[src/rtl/message_stream_splitter_pkg.sv]
// Shared message-word format helpers and FSM sizing for the message stream blocks.
// The combiner imports the same offsets, so both blocks agree on where each field sits.
package message_stream_splitter_pkg;

  localparam int STATE_W = 2;

  function automatic int ms_flag_bit(input int width);
    return width - 1;
  endfunction

  function automatic int ms_len_msb(input int width);
    return width - 2;
  endfunction

  function automatic int ms_dest_msb(input int width, input int log_len);
    return width - 2 - log_len;
  endfunction

endpackage

[src/rtl/message_header_parse.sv]
// Combinational field extraction for one message word: header flag, length, destination.
module message_header_parse
  import message_stream_splitter_pkg::*;
#(
  parameter int N_STREAMS             = 4,
  parameter int LOG_N_STREAMS         = 2,
  parameter int WIDTH                 = 32,
  parameter int LOG_MAX_PACKET_LENGTH = 10
) (
  input  logic [WIDTH-1:0]                 word,
  output logic                             is_header,
  output logic [LOG_MAX_PACKET_LENGTH-1:0] length,
  output logic [LOG_N_STREAMS-1:0]         dest,
  output logic                             dest_valid
);

  // One extra bit so N_STREAMS == 2**LOG_N_STREAMS is representable.
  localparam logic [LOG_N_STREAMS:0] N_LIMIT = (LOG_N_STREAMS+1)'(N_STREAMS);

  logic w_unused;

  assign is_header  = word[ms_flag_bit(WIDTH)];
  assign length     = word[ms_len_msb(WIDTH) -: LOG_MAX_PACKET_LENGTH];
  assign dest       = word[ms_dest_msb(WIDTH, LOG_MAX_PACKET_LENGTH) -: LOG_N_STREAMS];
  assign dest_valid = ({1'b0, dest} < N_LIMIT);
  assign w_unused   = ^word;

endmodule

[src/rtl/message_stream_splitter.sv]
// Packet-atomic demultiplexer: routes each header and its payload to the output lane named
// in the header; bad headers and stray data words are discarded and latch a sticky error.
module message_stream_splitter
  import message_stream_splitter_pkg::*;
#(
  parameter int N_STREAMS             = 4,
  parameter int LOG_N_STREAMS         = 2,
  parameter int WIDTH                 = 32,
  parameter int MAX_PACKET_LENGTH     = 1024,
  parameter int LOG_MAX_PACKET_LENGTH = 10
) (
  input  logic                       clk,
  input  logic                       rst_n,
  input  logic [WIDTH-1:0]           in_data,
  input  logic                       in_nd,
  output logic [WIDTH*N_STREAMS-1:0] out_data,
  output logic [N_STREAMS-1:0]       out_nd,
  output logic                       error
);

  localparam logic [STATE_W-1:0] S_HEADER = 2'd0;
  localparam logic [STATE_W-1:0] S_BODY   = 2'd1;
  localparam logic [STATE_W-1:0] S_DROP   = 2'd2;
  localparam logic [LOG_MAX_PACKET_LENGTH-1:0] LEN_ONE = 1;

  typedef enum logic [STATE_W-1:0] {
    HEADER = S_HEADER,
    BODY   = S_BODY,
    DROP   = S_DROP
  } state_t;

  if ((MAX_PACKET_LENGTH > (1 << LOG_MAX_PACKET_LENGTH)) ||
      (1 + LOG_MAX_PACKET_LENGTH + LOG_N_STREAMS > WIDTH) ||
      ((1 << LOG_N_STREAMS) < N_STREAMS)) begin : g_bad_cfg
    $error("message_stream_splitter: inconsistent field widths");
  end

  state_t                           r_state;
  logic [LOG_MAX_PACKET_LENGTH-1:0] r_remaining;
  logic [LOG_N_STREAMS-1:0]         r_dest;
  logic                             r_error;
  logic [N_STREAMS-1:0]             r_out_nd;
  logic [WIDTH-1:0]                 r_out_data [N_STREAMS];

  logic                             w_is_header;
  logic [LOG_MAX_PACKET_LENGTH-1:0] w_len;
  logic [LOG_N_STREAMS-1:0]         w_dest;
  logic                             w_dest_valid;

  message_header_parse #(
    .N_STREAMS            (N_STREAMS),
    .LOG_N_STREAMS        (LOG_N_STREAMS),
    .WIDTH                (WIDTH),
    .LOG_MAX_PACKET_LENGTH(LOG_MAX_PACKET_LENGTH)
  ) u_parse (
    .word      (in_data),
    .is_header (w_is_header),
    .length    (w_len),
    .dest      (w_dest),
    .dest_valid(w_dest_valid)
  );

  always_ff @(posedge clk) begin
    if (!rst_n) begin
      r_state     <= HEADER;
      r_remaining <= '0;
      r_dest      <= '0;
      r_error     <= 1'b0;
      r_out_nd    <= '0;
      for (int i = 0; i < N_STREAMS; i++) r_out_data[i] <= '0;
    end else begin
      r_out_nd <= '0;
      if (in_nd) begin
        case (r_state)
          HEADER: begin
            if (!w_is_header) begin
              r_error <= 1'b1;
            end else begin
              if (w_dest_valid) begin
                r_out_data[w_dest] <= in_data;
                r_out_nd[w_dest]   <= 1'b1;
                r_dest             <= w_dest;
              end else begin
                r_error <= 1'b1;
              end
              // Zero-length packets finish on the header itself.
              if (w_len != '0) begin
                r_remaining <= w_len;
                r_state     <= w_dest_valid ? BODY : DROP;
              end
            end
          end
          BODY: begin
            r_out_data[r_dest] <= in_data;
            r_out_nd[r_dest]   <= 1'b1;
            r_remaining        <= r_remaining - LEN_ONE;
            if (r_remaining == LEN_ONE) r_state <= HEADER;
          end
          DROP: begin
            r_remaining <= r_remaining - LEN_ONE;
            if (r_remaining == LEN_ONE) r_state <= HEADER;
          end
          default: r_state <= HEADER;
        endcase
      end
    end
  end

  for (genvar g = 0; g < N_STREAMS; g++) begin : g_out
    assign out_data[WIDTH*(g+1)-1 -: WIDTH] = r_out_data[g];
  end
  assign out_nd = r_out_nd;
  assign error  = r_error;

endmodule

[config.mk]
export PLATFORM = sky130hd
export DESIGN_NAME = message_stream_splitter
export DESIGN_NICKNAME = d
export VERILOG_FILES = /design/src/rtl/message_stream_splitter_pkg.sv /design/src/rtl/message_header_parse.sv /design/src/rtl/message_stream_splitter.sv
export SDC_FILE = /design/constraint.sdc
export NUM_CORES = 1
export LEC_CHECK = 0
export ABC_AREA = 1
export CORE_MARGIN = 1
export CORE_UTILIZATION = 47
export CTS_CLUSTER_SIZE = 25
export DETAILED_ROUTE_END_ITERATION = 10
export PLACE_DENSITY = 0.89
export SLEW_MARGIN = 20
export SYNTH_ARGS = -nofsm -noshare
export SYNTH_HDL_FRONTEND = slang
export SYNTH_SLANG_ARGS = --single-unit
[constraint.sdc]
create_clock -name clk -period 4.8 [get_ports clk]
set_clock_uncertainty 0.15 [all_clocks]
set_input_delay 0.48 -clock clk [delete_from_list [all_inputs] [get_ports clk]]
set_output_delay 0.48 -clock clk [all_outputs]
set_load 0.01 [all_outputs]
==> reports/metrics.yaml <==
status: "finished, final reports clean"
clockRootBuffer: "clkbuf_16"
tightest_slew_ps: 928.1
numCtsBuffers: 17
vdd_ir_drop_max_mv: 0.2361
synth_xor_area_share_pct: 0
fin_total_pwr_w: 0.003145
p_per_area_nw_per_um2: 384.2
crit_path_end_kind: "flip-flop"
start_util_pct: 48.32
hp-start: "r_remaining[9]"
yosysSeqAreaShare_pct: 72.13
synth_top_area_share_pct: 65.95
path_class: "in2reg"
setup_viol: 0
core-area_sq_um: 12060
synth_commonest_cells: "edfxtp_1, nor2_1, inv_1, nand2_1, nor3_2"
synth_most_common_cell: "edfxtp_1"
place_ws_ps: 1113
drtIter0Drc: 505
yosys.area_share.simple_pct: 18.16
yosys.area.top_type: "edfxtp_1"
htreeDepth: 4
die_y_microns: 113.4
grt_remaining_overflow: 0
rr_endpoint: "r_out_data[0][9]"
r2r_cells: 7
timing.rr.start: "r_state[0]"
synthAdderAreaFrac_pct: 0.4294
wire_per_inst_microns: 18.49
syn-num-nets: 515
min_path_cells: 2
layout-drive-gt1-share_pct: 11.03
clkTransAtPathRegs_ps: 60
min_to: "r_remaining[9]"
dr.pass1.iters: 6
setup-tns-final_ps: 0
synthToLayoutAreaGrowth_pct: 40.47
synth_top_family_by_area: "simple AND/OR/NAND/NOR gates"
slew_viol_final: 0
startpoint_type: "input pin"
cts_tree: "built"
hpwl_mm: 10.29
path_max_fanout: 33
synthCells: 478
pin_count: 168
synth_area_sq_um: 5828
via_per_inst: 5.187
post_cts_buffers: 0
antenna_found_initial: 0
r2r_slack_ps: 1550
fin_crit_sh_pct: 69.08
cap_violations: 0
io_buffers: 167
finalCriticalPeriod_ps: 3316
required_ps: 4780
ys_types: 25
dominantRegCellSynth: "edfxtp_1"
nets: 686
cts_resized: 0
hold_path_class: "reg2reg"
fin_ws_ps: 1484
final_antenna_net_count: 0
fin_util_pct: 67.87
muxShareOfSynthArea_pct: 0
grt_pass1_vias: 4204
hold_buffers: 0
die_w_microns: 113.4
syn_area_per_cell_sq_um: 12.19
synth_seq_cells: 146
n_antenna_cell: 0
whs_ps: 333.4
p_leak_nw: 3.191
gp_congestion: 0.8790
remaining_drc_errors: 0
cp.arrival_ps: 3290
relSlewSlack_pct: 37.79
rows: 40
grt_pass1_wl_mm: 23.60
clock_sinks: 146
fmax_ghz: 0.3016
synth_top_cells_by_area: "edfxtp_1, nor2_1, dfxtp_1"
clockBufferDepth: 2
async_flop_share_pct: 0
drt-total-wl_mm: 15.35
ys_warn_count: 0
hold_viol_final: 0
dieArea_sq_um: 12850
vias: 4305
clk_latency_ps: 410
grt_util_all_layers_pct: 24.92
synth_compound_area_share_pct: 3.070
rsz0062_at_grt: "no"
grt_max_degree: 40
synth_edf_count: 128
## logic make-up (layout without fill, tap and decap cells)
kind of cell | after synthesis | count (layout)
and+or+nand+nor | 222 | 222
AOI/OAI and AO/OA | 32 | 32
DFF | 146 | 146
adders and majority gates | 2 | 2
buffers and inverters | 76 | 260
## report_power, final
group	switching (W)	total, W	internal, W
combinational	0.000202	0.000369	0.000168
sequential	0.0000349	0.00150	0.00146
clock	0.000492	0.00128	0.000786
total	0.000728	0.00315	0.00242
## metrics by stage
step / cell area [sq um] / std cells
floorplan: 5828 / 478
global placement: 7614 / 798
detailed placement: 7614 / 798
CTS: 8187 / 830
global route: 8187 / 830
finish: 8187 / 830
## layout make-up
| cell class | instances | area (sq um) |
|---|---|---|
| multi-input combinational | 256 | 1267 |
| tap | 168 | 210.2 |
| clock buffer | 21 | 460.4 |
| timing repair buffer | 172 | 1722 |
| clock inverter | 11 | 112.6 |
| sequential | 146 | 4204 |
| inverter | 56 | 210.2 |
| fill | 785 | 3875 |
## critical path, cell delays in order
cell             delay [ps]
clkdlybuf4s50_1         730
nand2_2                 140
inv_2                   120
nand2_2                  90
inv_2                    70
nand2_2                  70
o21ai_4                 260
nor2_2                   80
inv_2                   450
nand2_1                 410
buf_4                   380
## layer usage
layer | vias to the layer above | track usage, % | wire length [microns]
li1 | 1936 | - | -
met1 | 2064 | 30.48 | 5657
met2 | 270 | 43.56 | 7822
met3 | 35 | 5.249 | 1425
met4 | 0 | 9.298 | 443
met5 | - | 0 | 0
## flip-flops by register name, summed over array words and instances, names as in the netlist
register,count
error,1
out_nd,4
r_dest,2
r_out_data,128
r_remaining,10
r_state,1
## cells in the final DEF (no fill, tap or decap)
| master | instances |
|---|---|
| clkdlybuf4s50_1 | 167 |
| nor3_1 | 4 |
| bufinv_16 | 2 |
| clkbuf_8 | 2 |
| nor2_2 | 1 |
| o21bai_1 | 1 |
| clkinv_2 | 5 |
| ha_1 | 2 |
| o21ai_0 | 15 |
| nor3_2 | 28 |
| nand2_4 | 2 |
| clkinv_1 | 2 |
| buf_12 | 1 |
| dfxtp_1 | 18 |
| o22ai_1 | 1 |
| o21ai_4 | 1 |
| inv_1 | 51 |
| nand2_1 | 40 |
| clkinvlp_4 | 2 |
| buf_4 | 4 |
| a21oi_1 | 13 |
| nand4_1 | 2 |
| edfxtp_1 | 128 |
| clkbuf_1 | 2 |
| nand3_1 | 16 |
| nor2_1 | 126 |
| a22o_1 | 1 |
| inv_2 | 4 |
| nand2_2 | 3 |
| clkinv_4 | 1 |
| clkbuf_16 | 17 |
## worst max-delay path by stage
stage	start	endpoint	slack [ps]	depth (start not counted)
global route	rst_n	r_out_data[2][23]	1260	11
floorplan	rst_n	r_out_data[3][0]	910	6
CTS	rst_n	r_out_data[2][23]	1510	11
finish	rst_n	r_out_data[2][23]	1480	11
detailed placement	rst_n	r_out_data[0][17]	1110	10
global placement	rst_n	r_out_data[0][14]	1330	10
Power figures use the tool's default switching activity.
